===== src/rtl/pu_pkg.sv =====
// Shared definitions for the processing unit and its output-buffer reader.
package pu_pkg;

    localparam int DEF_ADDR_W = 32;
    localparam int DEF_DATA_W = 32;
    localparam int DEF_CNT_W  = 16;
    localparam int SKID_DEPTH = 2;

    typedef enum logic [1:0] {
        ST_IDLE  = 2'd0,
        ST_READ  = 2'd1,
        ST_FLUSH = 2'd2,
        ST_DONE  = 2'd3
    } rd_state_t;

endpackage


===== src/rtl/y_buf_reader_skid_fifo2.sv =====
// Two-entry register FIFO; the head word is presented combinationally from r_mem0.
module skid_fifo2
    import pu_pkg::*;
#(
    parameter int DW = DEF_DATA_W
) (
    input  logic          clk,
    input  logic          rst_n,
    input  logic          i_push,
    input  logic [DW-1:0] i_din,
    input  logic          i_pop,
    output logic [1:0]    o_count,
    output logic [DW-1:0] o_head
);

    logic [DW-1:0] r_mem0;
    logic [DW-1:0] r_mem1;
    logic [1:0]    r_count;

    always_ff @(posedge clk or negedge rst_n) begin
        if (!rst_n) begin
            r_mem0  <= '0;
            r_mem1  <= '0;
            r_count <= 2'd0;
        end else begin
            case ({i_push, i_pop})
                2'b10: begin
                    if (r_count == 2'd0) r_mem0 <= i_din;
                    else                 r_mem1 <= i_din;
                    r_count <= r_count + 2'd1;
                end
                2'b01: begin
                    r_mem0  <= r_mem1;
                    r_count <= r_count - 2'd1;
                end
                // Simultaneous push/pop keeps the count; the new word lands behind any survivor.
                2'b11: begin
                    if (r_count == 2'd2) begin
                        r_mem0 <= r_mem1;
                        r_mem1 <= i_din;
                    end else begin
                        r_mem0 <= i_din;
                    end
                end
                default: ;
            endcase
        end
    end

    assign o_count = r_count;
    assign o_head  = r_mem0;

endmodule


===== src/rtl/y_buf_reader.sv =====
// Drains the output-activation buffer into a valid/ready stream, using a
// 2-entry skid FIFO so backpressure never drops a word already read.
module y_buf_reader
    import pu_pkg::*;
#(
    parameter int OUT_BUF_ADDR_WIDTH = DEF_ADDR_W,
    parameter int OUT_BUF_DATA_WIDTH = DEF_DATA_W,
    parameter int CNT_WIDTH          = DEF_CNT_W
) (
    input  logic                          clk,
    input  logic                          rst_n,
    input  logic                          drain_start,
    input  logic [OUT_BUF_ADDR_WIDTH-1:0] base_addr,
    input  logic [CNT_WIDTH-1:0]          num_words,
    output logic                          drain_busy,
    output logic                          drain_done,
    output logic                          y_buf_en,
    output logic                          y_buf_wr_en,
    output logic [OUT_BUF_ADDR_WIDTH-1:0] y_buf_addr,
    input  logic [OUT_BUF_DATA_WIDTH-1:0] y_buf_rdata,
    output logic                          out_valid,
    input  logic                          out_ready,
    output logic [OUT_BUF_DATA_WIDTH-1:0] out_data,
    output logic                          out_last
);

    localparam logic [CNT_WIDTH-1:0]          CNT_ONE  = {{(CNT_WIDTH-1){1'b0}}, 1'b1};
    localparam logic [OUT_BUF_ADDR_WIDTH-1:0] ADDR_ONE = {{(OUT_BUF_ADDR_WIDTH-1){1'b0}}, 1'b1};

    rd_state_t                     r_state;
    logic [OUT_BUF_ADDR_WIDTH-1:0] r_addr;
    logic [CNT_WIDTH-1:0]          r_rd_left;
    logic [CNT_WIDTH-1:0]          r_acc_left;
    logic                          r_inflight;
    logic                          r_busy;
    logic                          r_done;

    logic [1:0] w_count;
    logic       w_pop;
    logic       w_last;
    logic       w_en;
    logic [2:0] w_occ;

    assign w_pop  = out_valid && out_ready;
    assign w_last = out_valid && (r_acc_left == CNT_ONE);

    // Words buffered or still on their way, net of the one leaving this cycle.
    assign w_occ = {1'b0, w_count} + {2'b00, r_inflight} - {2'b00, w_pop};
    assign w_en  = (r_state == ST_READ) && (w_occ < 3'd2);

    always_ff @(posedge clk or negedge rst_n) begin
        if (!rst_n) begin
            r_state    <= ST_IDLE;
            r_addr     <= '0;
            r_rd_left  <= '0;
            r_acc_left <= '0;
            r_inflight <= 1'b0;
            r_busy     <= 1'b0;
            r_done     <= 1'b0;
        end else begin
            r_inflight <= w_en;
            r_done     <= 1'b0;
            if (w_en)  r_addr     <= r_addr + ADDR_ONE;
            if (w_pop) r_acc_left <= r_acc_left - CNT_ONE;
            case (r_state)
                ST_IDLE: begin
                    if (drain_start) begin
                        r_addr     <= base_addr;
                        r_rd_left  <= num_words;
                        r_acc_left <= num_words;
                        if (num_words != '0) begin
                            r_state <= ST_READ;
                            r_busy  <= 1'b1;
                        end else begin
                            r_state <= ST_DONE;
                            r_done  <= 1'b1;
                        end
                    end
                end
                ST_READ: begin
                    if (w_en) begin
                        r_rd_left <= r_rd_left - CNT_ONE;
                        if (r_rd_left == CNT_ONE) r_state <= ST_FLUSH;
                    end
                end
                ST_FLUSH: begin
                    if (w_pop && w_last) begin
                        r_state <= ST_DONE;
                        r_busy  <= 1'b0;
                        r_done  <= 1'b1;
                    end
                end
                default: r_state <= ST_IDLE;
            endcase
        end
    end

    skid_fifo2 #(
        .DW(OUT_BUF_DATA_WIDTH)
    ) u_fifo (
        .clk    (clk),
        .rst_n  (rst_n),
        .i_push (r_inflight),
        .i_din  (y_buf_rdata),
        .i_pop  (w_pop),
        .o_count(w_count),
        .o_head (out_data)
    );

    assign out_valid   = (w_count != 2'd0);
    assign out_last    = w_last;
    assign y_buf_en    = w_en;
    assign y_buf_wr_en = 1'b0;
    assign y_buf_addr  = r_addr;
    assign drain_busy  = r_busy;
    assign drain_done  = r_done;

endmodule


===== config.mk =====
export PLATFORM = sky130hd
export DESIGN_NAME = y_buf_reader
export DESIGN_NICKNAME = d
export VERILOG_FILES = /design/src/rtl/pu_pkg.sv /design/src/rtl/y_buf_reader_skid_fifo2.sv /design/src/rtl/y_buf_reader.sv
export SDC_FILE = /design/constraint.sdc
export NUM_CORES = 1
export LEC_CHECK = 0
export ABC_AREA = 1
export CORE_MARGIN = 10
export CORE_UTILIZATION = 57
export CTS_CLUSTER_SIZE = 28
export DETAILED_ROUTE_END_ITERATION = 10
export GPL_TIMING_DRIVEN = 0
export PLACE_DENSITY = 0.9
export RECOVER_POWER = 25
export SYNTH_ARGS = -nofsm -noshare
export SYNTH_HDL_FRONTEND = slang
export SYNTH_SLANG_ARGS = --single-unit

===== constraint.sdc =====
create_clock -name clk -period 4.3 [get_ports clk]
set_clock_uncertainty 0.1 [all_clocks]
set_input_delay 0.645 -clock clk [delete_from_list [all_inputs] [get_ports clk]]
set_output_delay 0.645 -clock clk [all_outputs]
set_load 0.05 [all_outputs]

==> impl_metrics.csv <==
group,metric,value,unit
global_routing,grt-ovfl-total,0,
placement,dpl_cell_area,0.00963,mm²
critical_path,worstSetupPathType,"input pin to output pin",
critical_path,cp_top_family,"buffers and inverters",
synth,syn-num-nets,1140,
routing,routedWlPerCell,16.3,µm
floorplan,dieArea,0.0189,mm²
global_routing,grt_max_degree,89,
floorplan,die_w,137,µm
critical_path,end_kind,"output pin",
clock_tree,cts_tree,"yes",
critical_path,path_max_fanout,11,
sta,setup_viol,0,
synth,ys_ff_latch,135,
clock_tree,postCtsSetupRepairBufs,0,
cells_and_area,area_delta_synth_final,30.0,%
clock_tree,cts_buffers,17,
critical_path,cp_num_buf_inv,4,
cells_and_area,final_net_count,1312,
worst_hold_path,hp-class,"flip-flop to flip-flop",
global_routing,antenna_found_initial,0,
floorplan,fp-row-count,42,
placement,numPortBuffers,152,
global_routing,grt_pass1_wl,37.1,mm
synth,ys_async_sr_fraction,100,%
sta,report.final.slew_viol_count,49,
critical_path,slowest_stage,"dlygate4sd2_1",
synth,netlist_area,0.00786,mm²
cells_and_area,drive_above_1_share,7.89,%
global_routing,grt_pass1_vias,7671,
run_status,violations,"capacitance limit, slew limit",
synth,syn-instance-count,1044,
floorplan,start_util,58.8,%
floorplan,io_pins,154,
critical_path,cp_cell_sequence,"clkdlybuf4s50_1 -> inv_1 -> nand2_1 -> nand2_1 -> nand2_1 -> fa_1 -> nand3_1 -> nor2_1 -> buf_2 -> dlygate4sd2_1",
sta,max_slew_margin,-65.6,%
routing,drtPass1Iterations,8,
routing,first_iter_violations,737,
synth,synth_cell_types,42,
power,power.leakage,4.89,nW
sta,max_freq,247,MHz
sta,period_share,94.0,%
power,ir_drop,0.482,mV
routing,dr_total_vias,7807,
cells_and_area,multiInputGateArea,0.00377,mm²
global_routing,grt_usage,24.4,%
cells_and_area,post-route-cell-area,0.0102,mm²
clock_tree,cts_root_buffer,"clkbuf_16",
run_status,status,"finished with violations",
synth,syn_avg_cell_area,7.52,µm²
clock_tree,clk_pin_slew,60,ps
routing,antenna_left,0,
job,drv_cap,1,
sta,report.final.hold_viol_count,0,
routing,via_per_inst,5.56,
sta,rsz0062_at_grt,"no",
clock_tree,clock_latency,430,ps
sta,holdWs,372,ps
sta,worstMarginPinSlew,2480,ps
cells_and_area,register_area,0.00338,mm²
critical_path,start_kind,"input pin",
routing,drt_drc_violations_left,0,
routing,drt_wl_total,22.9,mm
critical_path,cpMostUsedCell,"nand2_1",
power,p_per_area,863,mW/mm²
floorplan,core,0.0133,mm²
sta,min_period,4040,ps
placement,globalplace.congestion,0.945,
clock_tree,htree_levels,4,
placement,hpwlAfterDp,16.8,mm
clock_tree,clkSinkCount,135,
critical_path,required,3560,ps
synth,yosysWarnings,0,
synth,synth_edf_count,0,
floorplan,fp.dieH,137,µm
cells_and_area,antennaDiodeCount,0,
cells_and_area,fillers,965,
clock_tree,clockBufferDepth,2,
synth,yosysSeqAreaShare,43.0,%
critical_path,cp.arrival,3300,ps
critical_path,critPathMaxStageDelay,570,ps
synth,synth_ff_type,"dfrtp_1",
## flip-flops by register name, summed over array words and instances (netlist names)
register / count
y_buf_addr: 32
u_fifo.r_mem1: 32
r_rd_left: 16
r_state: 2
r_acc_left: 16
drain_busy: 1
u_fifo.o_count: 2
u_fifo.o_head: 32
r_inflight: 1
drain_done: 1
## where the power goes
part | total, mW | switching (mW) | internal [mW]
Sequential | 2.46 | 0.553 | 1.91
Combinational | 4.83 | 3.20 | 1.63
Clock | 1.52 | 0.585 | 0.931
## synthesized netlist by cell type (7+ instances only)
cell type | instances | share of area (%)
a21oi_1 | 65 | 4.1
a22oi_2 | 30 | 4.8
buf_2 | 12 | 0.76
clkbuf_1 | 18 | 0.86
dfrtp_1 | 135 | 43
ha_1 | 11 | 1.8
inv_1 | 131 | 6.3
mux2i_1 | 7 | 0.89
nand2_1 | 283 | 14
nand3_1 | 86 | 5.5
nand4_1 | 19 | 1.5
nor2_1 | 120 | 5.7
o21ai_0 | 45 | 2.9
xnor2_1 | 10 | 1.1
xor2_1 | 17 | 1.9
## routing by layer
metal	up-vias	global-route usage, %	part of all wire, %
met5	-	0	0
met4	0	8.31	2.4
met3	54	7.76	10
met2	392	40.4	48
met1	3652	29.2	39
li1	3709	-	-
## timing repair
action,in CTS,in global routing
gates resized for setup,1,0
endpoints found under the setup margin,1,0
hold buffers,0,0
## layout by cell type (no fill, tap or decap), drive strengths merged, types with 2 or more instances in the layout
| cell type | n |
|---|---|
| nor3 | 6 |
| nand2 | 286 |
| o211ai | 6 |
| nor2 | 127 |
| nand4 | 19 |
| xor2 | 17 |
| clkdlybuf4s50 | 150 |
| xnor2 | 10 |
| bufinv | 3 |
| clkinv | 4 |
| a22oi | 32 |
| ha | 11 |
| o21bai | 4 |
| nand3 | 86 |
| or2 | 3 |
| a21oi | 66 |
| inv | 135 |
| o22ai | 2 |
| mux2i | 7 |
| buf | 21 |
| clkinvlp | 4 |
| o21ai | 47 |
| dfrtp | 135 |
| clkbuf | 38 |
## area by class of cell
| cell class | count | area share, % |
|---|---|---|
| multi-input combinational | 738 | 37.0 |
| sequential | 135 | 33.1 |
| timing repair buffer | 153 | 14.9 |
| inverter | 132 | 4.85 |
| clock buffer | 18 | 4.30 |
| tap | 176 | 2.16 |
| buffer | 39 | 2.02 |
| clock inverter | 14 | 1.70 |
## worst min-delay path: stages, from the launching register on
cell and delay [ps]:
dfrtp_1 340, nand2_1 50, nand2_1 50
## stage by stage
| step | util (%) | std cells | total power, mW | TNS, ps | setup slack (ps) |
|---|---|---|---|---|---|
| 4_1_cts | 76.7 | 1405 | 8.78 | 0 | 277 |
| 5_1_grt | 76.5 | 1405 | 9.39 | 0 | 153 |
| 3_3_place_gp | 71.9 | 1372 | 7.07 | -390800 | -2910 |
| 2_1_floorplan | - | 1044 | 5.75 | 0 | 1010 |
| 3_5_place_dp | 72.1 | 1373 | 7.23 | 0 | 5.18 |
| 6_report | 76.5 | 1405 | 8.81 | 0 | 257 |
## worst paths after layout
kind / start / endpoint / slack (ps) / cells past startpoint
worst max-delay path: out_ready / y_buf_en / 260 / 10
worst min-delay path: u_fifo.r_mem1[7] / u_fifo.r_mem1[7] / 370 / 2
worst max register to register: u_fifo.o_count[1] / y_buf_addr[18] / 1420 / 13
worst min register to register: u_fifo.r_mem1[7] / u_fifo.r_mem1[7] / 370 / 2
max in group asynchronous: rst_n / drain_busy / 810 / 2
min in group asynchronous: rst_n / u_fifo.r_mem1[12] / 880 / 1
## kinds of logic (layout without fill, tap and decap cells)
| family | Yosys count | in the layout | synth area share [%] |
|---|---|---|---|
| buffers and inverters | 171 | 356 | 8.94 |
| DFF | 135 | 135 | 43.0 |
| xor gates and xnor gates | 27 | 27 | 3.01 |
| and+or+nand+nor | 531 | 531 | 28.5 |
| adders and majority gates | 12 | 12 | 2.01 |
| muxes | 7 | 7 | 0.892 |
| other | 1 | 1 | 0.0477 |
| AOI/OAI and AO/OA | 160 | 160 | 13.6 |
No activity file was read; power rests on OpenSTA's default activity.
